**src/rtl/fsbl_spi_loader.sv**
```systemverilog
// First-stage boot loader: streams 32-bit words from SPI NOR flash (READ 0x03,
// mode 0) and writes them little-endian into instruction memory.
module fsbl_spi_loader #(
  parameter int unsigned CLK_DIV  = 2,
  parameter logic [31:0] DST_BASE = 32'h0000_0000
) (
  input  logic        clk,
  input  logic        rst_n,
  input  logic        fsbl_load_en,
  input  logic [31:0] fsbl_src_addr,
  output logic        fsbl_data_done,
  output logic        spi_sclk,
  output logic        spi_cs_n,
  output logic        spi_mosi,
  input  logic        spi_miso,
  output logic        imem_wr_en,
  output logic [31:0] imem_wr_addr,
  output logic [31:0] imem_wr_data,
  output logic        busy
);

  typedef enum logic [2:0] {
    IDLE  = 3'd0,
    CMD   = 3'd1,
    ADDR  = 3'd2,
    DATA  = 3'd3,
    WRITE = 3'd4,
    STOP  = 3'd5
  } state_t;

  localparam logic [7:0] DIV_LAST = 8'(CLK_DIV - 1);
  localparam logic [7:0] READ_CMD = 8'h03;

  // Flash returns the lowest-addressed byte first; it lands in the LSB of the word.
  function automatic logic [31:0] swap_bytes(input logic [31:0] w);
    return {w[7:0], w[15:8], w[23:16], w[31:24]};
  endfunction

  state_t      state_r, state_s;
  logic [7:0]  div_r, div_s;
  logic [4:0]  bit_r, bit_s;
  logic [31:0] sh_out_r, sh_out_s;
  logic [31:0] sh_in_r, sh_in_s;
  logic [29:0] word_r, word_s;
  logic        sclk_r, sclk_s;
  logic        cs_n_r, cs_n_s;
  logic        mosi_r, mosi_s;
  logic        wr_en_r, wr_en_s;
  logic        done_r, done_s;
  logic        busy_r, busy_s;
  logic [31:0] wr_addr_r, wr_addr_s;
  logic [31:0] wr_data_r, wr_data_s;
  logic        tick_s;
  logic        unused_src_s;

  assign unused_src_s = ^fsbl_src_addr[31:24];

  // Next-state, SPI bit engine and IMEM write decode.
  always_comb begin
    state_s   = state_r;
    div_s     = div_r;
    bit_s     = bit_r;
    sh_out_s  = sh_out_r;
    sh_in_s   = sh_in_r;
    word_s    = word_r;
    sclk_s    = sclk_r;
    cs_n_s    = cs_n_r;
    mosi_s    = mosi_r;
    wr_en_s   = 1'b0;
    done_s    = 1'b0;
    wr_addr_s = wr_addr_r;
    wr_data_s = wr_data_r;
    tick_s    = (div_r == DIV_LAST);
    case (state_r)
      IDLE: begin
        if (fsbl_load_en) begin
          state_s  = CMD;
          cs_n_s   = 1'b0;
          sclk_s   = 1'b0;
          div_s    = 8'd0;
          bit_s    = 5'd0;
          word_s   = 30'd0;
          sh_out_s = {READ_CMD, fsbl_src_addr[23:0]};
          mosi_s   = READ_CMD[7];
        end else begin
          cs_n_s = 1'b1;
          sclk_s = 1'b0;
          mosi_s = 1'b0;
        end
      end
      CMD, ADDR, DATA: begin
        if (!fsbl_load_en) begin
          state_s = STOP;
          cs_n_s  = 1'b1;
          sclk_s  = 1'b0;
          mosi_s  = 1'b0;
          div_s   = 8'd0;
        end else if (!tick_s) begin
          div_s = div_r + 8'd1;
        end else if (!sclk_r) begin
          div_s   = 8'd0;
          sclk_s  = 1'b1;
          sh_in_s = (state_r == DATA) ? {sh_in_r[30:0], spi_miso} : sh_in_r;
        end else begin
          // Falling sclk closes a bit; mosi only moves here.
          div_s  = 8'd0;
          sclk_s = 1'b0;
          bit_s  = bit_r + 5'd1;
          if (state_r != DATA) begin
            mosi_s   = (bit_r == 5'd31) ? 1'b0 : sh_out_r[30];
            sh_out_s = {sh_out_r[30:0], 1'b0};
            state_s  = (bit_r == 5'd31) ? DATA : ((bit_r == 5'd7) ? ADDR : state_r);
          end else if (bit_r == 5'd31) begin
            state_s   = WRITE;
            wr_en_s   = 1'b1;
            done_s    = 1'b1;
            wr_addr_s = DST_BASE + {word_r, 2'b00};
            wr_data_s = swap_bytes(sh_in_r);
          end else begin
            state_s = DATA;
          end
        end
      end
      WRITE: begin
        word_s = word_r + 30'd1;
        div_s  = 8'd0;
        if (fsbl_load_en) begin
          state_s = DATA;
        end else begin
          state_s = STOP;
          cs_n_s  = 1'b1;
          sclk_s  = 1'b0;
          mosi_s  = 1'b0;
        end
      end
      STOP: begin
        if (tick_s) begin
          state_s = IDLE;
          div_s   = 8'd0;
        end else begin
          div_s = div_r + 8'd1;
        end
      end
      default: begin
        state_s = IDLE;
        cs_n_s  = 1'b1;
        sclk_s  = 1'b0;
        mosi_s  = 1'b0;
        div_s   = 8'd0;
      end
    endcase
    busy_s = (state_s != IDLE);
  end

  // State and output registers.
  always_ff @(posedge clk or negedge rst_n) begin
    if (!rst_n) begin
      state_r   <= IDLE;
      div_r     <= 8'd0;
      bit_r     <= 5'd0;
      sh_out_r  <= 32'd0;
      sh_in_r   <= 32'd0;
      word_r    <= 30'd0;
      sclk_r    <= 1'b0;
      cs_n_r    <= 1'b1;
      mosi_r    <= 1'b0;
      wr_en_r   <= 1'b0;
      done_r    <= 1'b0;
      busy_r    <= 1'b0;
      wr_addr_r <= DST_BASE;
      wr_data_r <= 32'd0;
    end else begin
      state_r   <= state_s;
      div_r     <= div_s;
      bit_r     <= bit_s;
      sh_out_r  <= sh_out_s;
      sh_in_r   <= sh_in_s;
      word_r    <= word_s;
      sclk_r    <= sclk_s;
      cs_n_r    <= cs_n_s;
      mosi_r    <= mosi_s;
      wr_en_r   <= wr_en_s;
      done_r    <= done_s;
      busy_r    <= busy_s;
      wr_addr_r <= wr_addr_s;
      wr_data_r <= wr_data_s;
    end
  end

  assign spi_sclk       = sclk_r;
  assign spi_cs_n       = cs_n_r;
  assign spi_mosi       = mosi_r;
  assign imem_wr_en     = wr_en_r;
  assign fsbl_data_done = done_r;
  assign imem_wr_addr   = wr_addr_r;
  assign imem_wr_data   = wr_data_r;
  assign busy           = busy_r;

endmodule

```
**config.mk**
```make
export PLATFORM = sky130hd
export DESIGN_NAME = fsbl_spi_loader
export DESIGN_NICKNAME = d
export VERILOG_FILES = /design/src/rtl/fsbl_spi_loader.sv
export SDC_FILE = /design/constraint.sdc
export NUM_CORES = 1
export LEC_CHECK = 0
export BUFFER_PORTS_ARGS = -buffer_cell sky130_fd_sc_hd__clkbuf_2
export CAP_MARGIN = 40
export CELL_PAD_IN_SITES_DETAIL_PLACEMENT = 1
export CELL_PAD_IN_SITES_GLOBAL_PLACEMENT = 2
export CORE_MARGIN = 1.5
export CORE_UTILIZATION = 42
export CTS_BUF_LIST = sky130_fd_sc_hd__clkbuf_8 sky130_fd_sc_hd__clkbuf_16
export DETAILED_ROUTE_END_ITERATION = 6
export HOLD_SLACK_MARGIN = 0.08
export PLACE_DENSITY_LB_ADDON = 0.1
export SYNTH_ARGS = -nofsm -noshare
export SYNTH_HDL_FRONTEND = slang
export SYNTH_SLANG_ARGS = --single-unit
```
**constraint.sdc**
```tcl
create_clock -name clk -period 5.2 [get_ports clk]
set_clock_uncertainty 0.05 [all_clocks]
set_input_delay 0.26 -clock clk [delete_from_list [all_inputs] [get_ports clk]]
set_output_delay 0.26 -clock clk [all_outputs]
set_load 0.05 [all_outputs]
```
==> results.cfg <==
[global_routing]
grt_usage = 0.189
antenna_found_initial = 0
overflow = 0
grt_pass1_vias = 5768
grt_max_degree = 69
grt_pass1_wl_mm = 29.7

[pwr]
p_per_area_nw_per_um2 = 431
switchingPower_uw = 1320
leakagePower_uw = 0.00445
p_comb_frac = 0.218
ir_worst_vdd_mv = 0.253
internal_power_uw = 2640
p_clk_frac = 0.331
p_total_uw = 3960
swShare = 0.333
seqPwrFrac = 0.451

[synth]
ys_ff_latch = 176
synth_cell_type_count = 53
synth_area_leaders = dfrtp_1 56%, mux2_2 19%, o21ai_0 2.7%, nand2_1 1.7%, nand3_1 1.3%
synthesis.area_um2 = 7830
synth_cells = 637
ys.flop_type = dfrtp_1
synth_warnings = 0
syn-mean-instance-area_um2 = 12.3
ys_async_sr_fraction = 1.00
synth_top_area_frac = 0.559
synth_edf_count = 0
ys_seq_area_frac = 0.563
synth_largest_area_cell = dfrtp_1

[status]
status = finished, violations left
violations = design-rule violations

[finish]
layout-drive-gt1-share = 0.378
final_cell_mix = 175 x dfrtp_1, 135 x mux2_2, 94 x clkbuf_2, 43 x o21ai_0, 35 x nand2_1
num-nets-final = 767
nFillCells = 1884
layout_commonest_cell = dfrtp_1
stdcell_area_um2 = 9180
antenna_cells = 0
syn2layout_area_growth_pct = 17.2
final_util = 0.506
seqCellArea_um2 = 4410
multi_input_area_um2 = 3220

[min_path]
hold_start = fsbl_src_addr[1]
min_path_type = primary input to flop
hold_depth = 4
holdPathEnd = sh_out_r[1]

[route]
drtIter0Drc = 215
num_vias = 5346
drt-vias-per-instance = 5.53
ant_nets = 0
routed_wl_mm = 17.4
firstDrtPassIters = 6
drcViolationCount = 3
post_drt_wl_per_cell_um = 18.0

[clock_tree]
cts.sinks = 176
cts_tree = yes
cts_buffers = 17
insertion_delay_ns = 0.44
clockBufferDepth = 2
htreeDepth = 4
cts-root-buf = clkbuf_16
cts.clk_slew.worst_paths_ns = 0.07

[timing]
finalSetupTns_ns = 0
final.period_utilization = 0.628
fin_hold_ws_ns = 0.120
slew_violations = 0
worst_slew_pin_slew_ns = 0.858
max_slew_margin = 0.428
rsz0062_at_grt = false
hold_violations = 0
timing.fmax_ghz = 0.306
layout_min_cycle_time_ns = 3.26
setup_violations = 0

[floorplanning]
die_width_um = 140
dieArea_um2 = 19500
start_util = 0.432
io_pins = 106
core_area_um2 = 18100
rows = 49
die_h_um = 140

[worst_setup_path]
path_buf_inv = 1
worstSetupEndpointType = flop
crit_slowest_cell = a21oi_4
r2r-start = div_r[1]
critPathKind = flop to flop
reg2reg_depth = 7
cp-start-kind = flop
critical_path.cell_chain = inv_1 -> ha_1 -> or4b_1 -> nor3_2 -> nand2b_1 -> a21oi_4 -> mux2_2
cpPeakStageDelay_ns = 0.71
rr_endpoint = sh_out_r[11]
worstPathRequired_ns = 5.47
critPathArrivalTime_ns = 3.53
crit_fanout = 24
cp_top_family = simple AND/OR/NAND/NOR gates
reg2reg_slack_ns = 1.94

[flow_run]
drv_cap = 0

[placed_design]
io_buffer_count = 95
routabilityCongestion = 0.761
placed_cell_area_um2 = 8510
dp_hpwl_mm = 11.3
-- cells in the mapped netlist, types with 2 or more instances --
cell / number
dfrtp_1: 175
mux2_2: 135
o21ai_0: 43
nand2_1: 35
clkbuf_1: 25
nor2_1: 25
nand3_1: 21
a21oi_1: 14
nand4_1: 14
buf_2: 9
a31oi_1: 8
and3_1: 8
inv_1: 8
o211ai_1: 8
o31ai_1: 8
nor3_1: 7
o22ai_1: 7
ha_1: 6
o21a_1: 6
a22o_1: 5
and2_1: 5
and4_1: 5
mux2i_1: 5
nor2b_1: 5
nand2b_1: 4
a21o_1: 3
buf_4: 3
nor4_1: 3
o2bb2ai_1: 3
or2_2: 3
or3_1: 3
xor2_1: 3
a21boi_0: 2
buf_6: 2
mux2_1: 2
o41ai_1: 2
-- tightest hold or removal path, cell delays in order --
cell,delay (ns)
clkbuf_2,0.08
nand2_1,0.04
o21ai_0,0.06
mux2_2,0.14
-- flip-flops by register name, summed over array words and instances, names as in the netlist --
signal and flops:
spi_sclk 1, word_r 30, sh_in_r 32, imem_wr_data 32
spi_cs_n 1, busy 1, state_r 3, imem_wr_addr 30
div_r 8, spi_mosi 1, bit_r 5, sh_out_r 31
fsbl_data_done 1
-- worst max-delay path by stage --
| stage | depth (start not counted) | slack [ns] | endpoint | from |
|---|---|---|---|---|
| 6_report | 7 | 1.94 | sh_out_r[11] | div_r[1] |
| 4_1_cts | 7 | 1.92 | sh_out_r[11] | div_r[1] |
| 5_1_grt | 7 | 1.74 | sh_out_r[11] | div_r[1] |
| 2_1_floorplan | 10 | 2.56 | sh_out_r[1] | div_r[1] |
| 3_5_place_dp | 7 | 1.92 | sh_out_r[11] | div_r[1] |
| 3_3_place_gp | 7 | 2.00 | sh_out_r[22] | div_r[1] |
-- final cells by class --
type / count / share of cell area
multi-input cells: 415 / 0.350
inverters: 8 / 0.00327
clock buffers: 17 / 0.0464
repair buffers: 107 / 0.0664
clock inverters: 15 / 0.0222
well taps: 229 / 0.0312
flip-flops and latches: 176 / 0.480
-- power by group through the flow --
stage                     clock, uW  combinational (uW)  sequential (uW)
after floorplan                   0                 665             1750
after global placement            0                 808             1790
after detailed placement          0                 862             1810
after CTS                      1360                 873             1780
after global routing           1410                 964             1820
final                          1310                 861             1780
-- logic make-up after synthesis --
family / after synthesis / synth area share
AOI/OAI and AO/OA: 117 / 0.0954
buffers and inverters: 47 / 0.0273
muxes: 142 / 0.203
DFF: 176 / 0.563
adders and majority gates: 6 / 0.00959
xor gates and xnor gates: 3 / 0.00336
and+or+nand+nor: 145 / 0.0979
other: 1 / 0.000479
-- layer usage --
layer	GRT usage	share of wire
met1	0.249	0.46
met2	0.308	0.48
met4	0.0587	0.011
met3	0.0509	0.047
met5	0	0
-- repair_timing --
item / in CTS / in global routing
setup buffers: 0 / 0
resized for setup: 0 / 0
hold buffers: 4 / 0
endpoints found under the hold margin: 52 / 0
-- metrics by stage --
step / setup slack, ns / instances
final: 1.94 / 967
after detailed placement: 1.92 / 931
after CTS: 1.92 / 967
after floorplan: 2.56 / 638
after global routing: 1.74 / 967
after global placement: 2.00 / 928
Power figures use the tool's default switching activity.
